===== config.mk =====
export PLATFORM = sky130hd
export DESIGN_NAME = collision_arbiter
export DESIGN_NICKNAME = d
export VERILOG_FILES = /design/src/rtl/collision_arbiter.sv
export SDC_FILE = /design/constraint.sdc
export NUM_CORES = 1
export LEC_CHECK = 0
export CAP_MARGIN = 20
export CORE_MARGIN = 5
export CORE_UTILIZATION = 40
export DETAILED_ROUTE_END_ITERATION = 10
export PLACE_DENSITY_LB_ADDON = 0.1
export SYNTH_ARGS = -nofsm -noshare
export SYNTH_HDL_FRONTEND = slang
export SYNTH_SLANG_ARGS = --single-unit

===== constraint.sdc =====
create_clock -name clk_i -period 2.76 [get_ports clk_i]
set_input_delay 0.414 -clock clk_i [delete_from_list [all_inputs] [get_ports clk_i]]
set_output_delay 0.414 -clock clk_i [all_outputs]
set_load 0.02 [all_outputs]

===== src/rtl/collision_arbiter.sv =====
// collision_arbiter: latches object overlaps while the raster scans a frame and,
// on each startOfFrame, issues one-cycle collision pulses for the frame just closed.
//
// Optional feature: define COLLISION_LIVE_EN to add live_hit_o, a registered
// OR of every raw overlap term seen in SCAN or REPORT.
//
// Ports:
//   clk_i, reset_i          clock, synchronous active-high reset
//   start_of_frame_i        one-cycle frame pulse from the VGA controller
//   pixel_x_i, pixel_y_i    current raster position
//   *_dr_i                  per-object drawing requests
//   score_clear_i           synchronous clear of hit_count_o (wins over increment)
//   alien_hit_o             missile hit alien in the closed frame (one-cycle pulse)
//   player_hit_o            bomb hit player, suppressed during the grace period
//   shield_hit_o            missile or bomb hit a shield
//   missile_out_o           missile hit border without hitting an alien
//   hit_x_o, hit_y_o        coordinate of the first alien-hit pixel of the last hit frame
//   hit_count_o             saturating alien-hit count
//   live_hit_o              (COLLISION_LIVE_EN only) overlap seen on the previous cycle
module collision_arbiter #(
   parameter int unsigned COUNT_W      = 8,
   parameter int unsigned GRACE_FRAMES = 60
) (
   input  logic               clk_i,
   input  logic               reset_i,
   input  logic               start_of_frame_i,
   input  logic [10:0]        pixel_x_i,
   input  logic [10:0]        pixel_y_i,
   input  logic               alien_dr_i,
   input  logic               player_dr_i,
   input  logic               missile_dr_i,
   input  logic               bomb_dr_i,
   input  logic               shield_dr_i,
   input  logic               border_dr_i,
   input  logic               score_clear_i,
   output logic               alien_hit_o,
   output logic               player_hit_o,
   output logic               shield_hit_o,
   output logic               missile_out_o,
   output logic [10:0]        hit_x_o,
   output logic [10:0]        hit_y_o,
`ifdef COLLISION_LIVE_EN
   output logic               live_hit_o,
`endif
   output logic [COUNT_W-1:0] hit_count_o
);

   localparam int unsigned GraceW = (GRACE_FRAMES > 0) ? $clog2(GRACE_FRAMES + 1) : 1;
   localparam logic [COUNT_W-1:0] CountMax = {COUNT_W{1'b1}};

   typedef enum logic [1:0] {StSync, StScan, StReport} state_e;

   state_e              state_q, state_d;
   logic                sof_prev_q;
   logic                fa_q, fa_d, fp_q, fp_d, fs_q, fs_d, fb_q, fb_d;
   logic [10:0]         pend_x_q, pend_x_d, pend_y_q, pend_y_d;
   logic                alien_q, alien_d, player_q, player_d;
   logic                shield_q, shield_d, mout_q, mout_d;
   logic [10:0]         hit_x_q, hit_x_d, hit_y_q, hit_y_d;
   logic [COUNT_W-1:0]  count_q, count_d;
   logic [GraceW-1:0]   grace_q, grace_d;
   logic                live_q, live_d;

   logic sof_rise, close_frame, eval_en;
   logic ovl_a, ovl_p, ovl_s, ovl_b;

   // Only the rising sample of startOfFrame counts; a held second cycle is ordinary.
   assign sof_rise    = start_of_frame_i & ~sof_prev_q;
   assign close_frame = (state_q == StScan) & sof_rise;
   assign eval_en     = ((state_q == StScan) & ~sof_rise) | (state_q == StReport);

   assign ovl_a = missile_dr_i & alien_dr_i;
   assign ovl_p = bomb_dr_i & player_dr_i;
   // Alien overlap takes priority over shield overlap at the same pixel.
   assign ovl_s = (missile_dr_i & shield_dr_i & ~alien_dr_i) |
                  (bomb_dr_i & shield_dr_i & ~player_dr_i);
   assign ovl_b = missile_dr_i & border_dr_i;

   always_comb begin
      state_d  = state_q;
      fa_d     = fa_q;
      fp_d     = fp_q;
      fs_d     = fs_q;
      fb_d     = fb_q;
      pend_x_d = pend_x_q;
      pend_y_d = pend_y_q;
      alien_d  = 1'b0;
      player_d = 1'b0;
      shield_d = 1'b0;
      mout_d   = 1'b0;
      hit_x_d  = hit_x_q;
      hit_y_d  = hit_y_q;
      count_d  = count_q;
      grace_d  = grace_q;
      live_d   = 1'b0;

      unique case (state_q)
         StSync:   if (sof_rise) state_d = StScan;
         StScan:   if (sof_rise) state_d = StReport;
         StReport: state_d = StScan;
         default:  state_d = StSync;
      endcase

      if (close_frame) begin
         // Hand the closed frame to the pulse stage and start the next one clean.
         alien_d  = fa_q;
         player_d = fp_q & (grace_q == '0);
         shield_d = fs_q;
         mout_d   = fb_q & ~fa_q;
         if (fa_q) begin
            hit_x_d = pend_x_q;
            hit_y_d = pend_y_q;
         end
         fa_d = 1'b0;
         fp_d = 1'b0;
         fs_d = 1'b0;
         fb_d = 1'b0;
      end else if (eval_en) begin
         if (ovl_a && !fa_q) begin
            pend_x_d = pixel_x_i;
            pend_y_d = pixel_y_i;
         end
         fa_d   = fa_q | ovl_a;
         fp_d   = fp_q | ovl_p;
         fs_d   = fs_q | ovl_s;
         fb_d   = fb_q | ovl_b;
         live_d = ovl_a | ovl_p | ovl_s | ovl_b;
      end

      if ((state_q == StReport) && (grace_q != '0)) grace_d = grace_q - 1'b1;

      if (score_clear_i) begin
         count_d = '0;
      end else if (alien_q && (count_q != CountMax)) begin
         count_d = count_q + 1'b1;
      end
   end

   always_ff @(posedge clk_i) begin
      if (reset_i) begin
         state_q    <= StSync;
         sof_prev_q <= 1'b0;
         fa_q       <= 1'b0;
         fp_q       <= 1'b0;
         fs_q       <= 1'b0;
         fb_q       <= 1'b0;
         pend_x_q   <= '0;
         pend_y_q   <= '0;
         alien_q    <= 1'b0;
         player_q   <= 1'b0;
         shield_q   <= 1'b0;
         mout_q     <= 1'b0;
         hit_x_q    <= '0;
         hit_y_q    <= '0;
         count_q    <= '0;
         grace_q    <= GraceW'(GRACE_FRAMES);
         live_q     <= 1'b0;
      end else begin
         state_q    <= state_d;
         sof_prev_q <= start_of_frame_i;
         fa_q       <= fa_d;
         fp_q       <= fp_d;
         fs_q       <= fs_d;
         fb_q       <= fb_d;
         pend_x_q   <= pend_x_d;
         pend_y_q   <= pend_y_d;
         alien_q    <= alien_d;
         player_q   <= player_d;
         shield_q   <= shield_d;
         mout_q     <= mout_d;
         hit_x_q    <= hit_x_d;
         hit_y_q    <= hit_y_d;
         count_q    <= count_d;
         grace_q    <= grace_d;
         live_q     <= live_d;
      end
   end

   assign alien_hit_o   = alien_q;
   assign player_hit_o  = player_q;
   assign shield_hit_o  = shield_q;
   assign missile_out_o = mout_q;
   assign hit_x_o       = hit_x_q;
   assign hit_y_o       = hit_y_q;
   assign hit_count_o   = count_q;
`ifdef COLLISION_LIVE_EN
   assign live_hit_o    = live_q;
`else
   logic unused_live;
   assign unused_live = live_q;
`endif

endmodule


# After elaboration in Yosys (flattened, before gate mapping)
# Index checks and enable logic that the tools add are counted.
[totals]
in_bits = 32
reg_bits = 69
out_inout_bits = 34
wordCells = 63
[op_classes]
addsub = 2
n_eq_ne = 5
n_reduce_logical = 13
n_mux = 3
n_bitwise = 24
[ops]
columns = ["operator", "n"]
rows = [
  ["$and A1 B1 Y1", 12],
  ["$add A8 B1 Y8 const B", 1],
  ["$ne A8 B8 Y1 const B", 1],
  ["$logic_not A6 Y1", 1],
  ["$not A1 Y1", 6],
  ["$or A1 B1 Y1", 6],
  ["$pmux W2 S3", 1],
  ["$reduce_bool A6 Y1", 1],
  ["$reduce_or A2 Y1", 3],
  ["$sub A6 B1 Y6 const B", 1],
  ["$mux W2", 2],
  ["$ne A2 B2 Y1 const B", 2],
  ["$reduce_and A2 Y1", 2],
  ["$logic_and A1 B1 Y1", 3],
  ["$reduce_and A3 Y1", 1],
  ["$eq A2 B1 Y1 const B", 1],
  ["$eq A2 B2 Y1 const B", 1],
  ["$logic_not A2 Y1", 1],
  ["$logic_not A1 Y1", 1],
]

# Depth between registers and ports, before layout
[depth]
depth_word = 6
depth_mapped = 6
mapped_depth_nobuf = 6

# Worst setup path after synthesis
# No wires, ideal clock.
[synth_timing]
kind = "register to register"
from = "register count_q[0] (netlist: hit_count_o[0])"
to = "register count_q[1] (netlist: hit_count_o[1])"
required_time_ns = 2.636
path_buffers = 0
setup_slack_ns = 1.281
setup_time_ns = 0.124
arrival_time_ns = 1.355
period_less_slack_ns = 1.479
stages_incl_launch_ff = 6
cell_sequence = "dfxtp_1 -> ha_1 -> nand3_1 -> o21ai_0 -> mux2i_1 -> nor2_1"
[synth_between]
elab_chain_cells = 2
elab_cells_between_ends = 3
cone_classes = "add/sub: 1; eq/ne: 1; reduce/logical: 1"
[synth_rtl]
columns = ["element", "line_no", "rtl"]
rows = [
  ["from (decl)", "60", "logic [COUNT_W-1:0] count_q, count_d;"],
  ["from (signal assigned)", "173", "count_q <= count_d;"],
  ["branches (longest 2 deep; another with $add A8 B1 Y8)", "--", ""],
]
# Parallel ways; which one is timed is not known.
# A chain may end at the register's enable or synchronous reset.

# Worst setup path in the final report
[layout_timing]
from = "input start_of_frame_i"
to = "register hit_y_q[6] (netlist: hit_y_o[6])"
[layout_between]
elab_chain_cells = 3
[layout_rtl]
columns = ["element", "line_no", "rtl"]
rows = [
  ["from (decl)", "26", "input logic start_of_frame_i,"],
  ["$and A1 B1 Y1", "68", "assign sof_rise = start_of_frame_i & ~sof_prev_q;"],
  ["$and A1 B1 Y1", "69", "assign close_frame = (state_q == StScan) & sof_rise;"],
  ["$reduce_and A2 Y1 (no line)", "--", ""],
  ["to (signal assigned)", "172", "hit_y_q <= hit_y_d;"],
  ["to (decl)", "59", "logic [10:0] hit_x_q, hit_x_d, hit_y_q, hit_y_d;"],
]
# Every way passes these cells.

==> metrics.md <==
| Metric | Value |
|---|---|
| Cells after Synth | `308` |
| Post-Syn Area | `2750 sq um` |
| CTS tree | `done` |
| 1st-iter DRT viols | `73` |
| Adder-Cell Fraction of Synth Area | `1.36%` |
| Arr. time, crit path | `2.09 ns` |
| TritonRoute pass-1 iters | `4` |
| RSZ-0062 raised after global routing | `no` |
| CTS Hold Bufs | `0` |
| WHS | `0.449 ns` |
| Largest net degree at the start of global routing | `46` |
| Largest cells by area after synthesis | `dfxtp_1 50%, nand2_1 11%, mux2i_1 8.7%, a21oi_1 4.9%, nand2b_1 2.5%` |
| Routed wire per std cell | `12.8 um` |
| Synth Net Count | `343` |
| Most common cell in the netlist | `nand2_1` |
| Synth Area in XOR/XNOR | `1.91%` |
| Routed Antenna Nets | `0` |
| Pwr/cell area | `523 nW/um^2` |
| Post-synthesis sequential area ratio | `50.2%` |
| Crit end category | `flip-flop` |
| # IOs | `66` |
| Max-Cap Viols | `0` |
| PortBufs | `65` |
| Core Region | `6760 sq um` |
| Ys Warns | `0` |
| DRC Markers | `0` |
| Dominant cell type by area after synthesis | `dfxtp_1` |
| Commonest cells in the netlist | `84 x nand2_1, 69 x dfxtp_1, 27 x a21oi_1` |
| Slew HR | `54.8%` |
| Starting density of the core | `40.8%` |
| Die Y | `93.0 um` |
| Clk_lat worst skew | `0.33 ns` |
| Routed wire length | `5.84 mm` |
| Critical path's most frequent cell | `nand2_1` |
| Die W | `93.0 um` |
| Setup crit start kind | `primary input` |
| Nets | `406` |
| Setup violations, final | `0` |
| Root Driver | `clkbuf_8` |
| Place WS | `0.566 ns` |
| Simple-gate area share of the yosys netlist | `23.6%` |
| Mux cell area share after synthesis | `8.72%` |
| H-Tree Depth | `3` |
| Final min period | `1.89 ns` |
| Clock Path Buffers | `2` |
| # fillers | `651` |
| R2r setup slk | `1.10 ns` |
| Status | `complete, no violations` |
| Slowest CP cell | `clkdlybuf4s50_1` |
| Compound-cell area share of the yosys netlist | `9.27%` |
| Layout cells sized above 1 | `6.67%` |
| Crit path max fanout | `13` |
| Multi-input logic area | `1230 sq um` |
| Final clock skew | `0.00894 ns` |
| Non-Filler Instances | `455` |
| Placer Congestion | `0.820` |
| DR vias/cell | `4.96` |
| Synth Register Bits | `69` |
| Sequential cell area | `1380 sq um` |
| CP bufs+invs | `2` |
| Critical Path, Cell by Cell | `clkdlybuf4s50_1, nor4bb_1, nand2_1, buf_4, nand2_1, a21oi_1` |
| Clk slew on worst S/H paths | `0.07 ns` |
| Antenna violations before repair | `0` |
| Most common flop cell mapped by yosys | `dfxtp_1` |
| Avg Inst Size Synth | `8.94 sq um` |
| Worst slew pin tran | `0.677 ns` |
| Cts bufs inserted | `9` |
| Post-synth EDFFs | `0` |
| P&R area growth vs syn | `30.6%` |
| Crit Path Class | `in2reg` |
| Leak Pwr | `1.27 nW` |
| GRT Util Overall | `14.3%` |
| Max Clock Freq | `529 MHz` |
| Vias in the first global route | `2,148` |
| Post-CTS setup buffer count | `0` |
| Resize count post-CTS | `0` |
| CP peak stage delay | `0.49 ns` |
| Worst setup margin | `0.870 ns` |
| CTS Sinks | `69` |
| FFs w/ async S/R, synth | `0%` |
| GRT Residual Overflow | `0` |
| Diode count | `0` |
| Fin. Hold Viols | `0` |
| Crit path max-delay family | `simple AND/OR/NAND/NOR gates` |
| Largest family of logic cells by synthesized area | `simple AND/OR/NAND/NOR gates` |
| Final Total Pwr | `1.88 mW` |
| Final Cycle Share | `68.5%` |
| Slew Limit Fails | `0` |
| FP Rows | `30` |
| Yosys top cell area share | `50.2%` |
| Hold crit path type | `reg2reg` |
| First-pass GRT wire length | `9.70 mm` |
| Critical Path RT | `2.96 ns` |
| Die area | `8640 sq um` |
| DP Cell Count | `440` |
| Placed wire-length estimate | `4.03 mm` |
| Yosys cell types | `43` |
| Max VDD drop | `0.303 mV` |
| Setup_tns | `0 ns` |
| Vias | `2,259` |
==> where the power goes <==
group / total [mW] / switching [mW] / leakage [nW] / internal [mW]
sequential: 1.02 / 0.0115 / 0.557 / 1.01
combinational: 0.127 / 0.0566 / 0.617 / 0.0702
clock: 0.732 / 0.338 / 0.0926 / 0.395
==> logic make-up (layout without fill, tap and decap cells) <==
logic type | count (synthesis) | after routing
and+or+nand+nor | 139 | 139
DFF | 69 | 69
AOI/OAI and AO/OA | 44 | 44
muxes | 24 | 24
buffers and inverters | 23 | 90
xor gates and xnor gates | 6 | 6
adders and majority gates | 3 | 3
==> worst paths after layout <==
path                         start  cells after the start         end
hold / removal         pend_x_q[3]                      2  hit_x_o[3]
setup reg to reg        state_q[1]                      5  hit_y_o[6]
hold reg to reg        pend_x_q[3]                      2  hit_x_o[3]
setup / recovery  start_of_frame_i                      6  hit_y_o[6]
==> metal layers <==
metal	track usage, %	vias up	routed length (um)
met3	6.11	5	366
met5	0	-	0
met4	5.13	0	34
met1	16.0	1044	2640
met2	24.1	53	2800
li1	-	1157	-
==> layout by cell type (no fill, tap or decap), types with 3 or more instances in the layout <==
cell type	count
nand2_1	84
dfxtp_1	69
clkdlybuf4s50_1	64
a21oi_1	27
mux2i_1	24
nor2_1	12
clkbuf_8	12
nand2b_1	11
nor3_1	7
a31oi_1	6
inv_1	5
and3_1	5
buf_4	5
xor2_1	3
nor2b_1	3
xnor2_1	3
a211oi_1	3
ha_1	3
==> flip-flops by register name (all words and copies together) (netlist names) <==
signal / flops
hit_y_o: 11
hit_count_o: 8
state_q: 2
sof_prev_q: 1
fs_q: 1
player_hit_o: 1
hit_x_o: 11
pend_y_q: 11
grace_q: 6
alien_hit_o: 1
fb_q: 1
pend_x_q: 11
fp_q: 1
shield_hit_o: 1
fa_q: 1
missile_out_o: 1
==> layout make-up <==
| cell class | count | area share (%) |
|---|---|---|
| Timing Repair Buffer | 70 | 19.0 |
| Clock buffer | 14 | 4.80 |
| Multi-Input combinational cell | 216 | 34.3 |
| Tap cell | 80 | 2.78 |
| Inverter | 5 | 0.522 |
| Clock inverter | 1 | 0.139 |
| Sequential cell | 69 | 38.4 |
==> worst min-delay path: stages (launching register included) <==
cell     delay, ns
dfxtp_1       0.31
nand2_1       0.05
a21oi_1       0.05
==> metrics by stage <==
step / instance area (sq um) / utilization (%)
6_report: 3600 / 53.2
5_1_grt: 3600 / 53.2
4_1_cts: 3600 / 53.2
3_5_place_dp: 3420 / 50.6
3_3_place_gp: 3420 / 50.6
2_1_floorplan: 2750 / -
No activity file was read; power rests on OpenSTA's default activity.
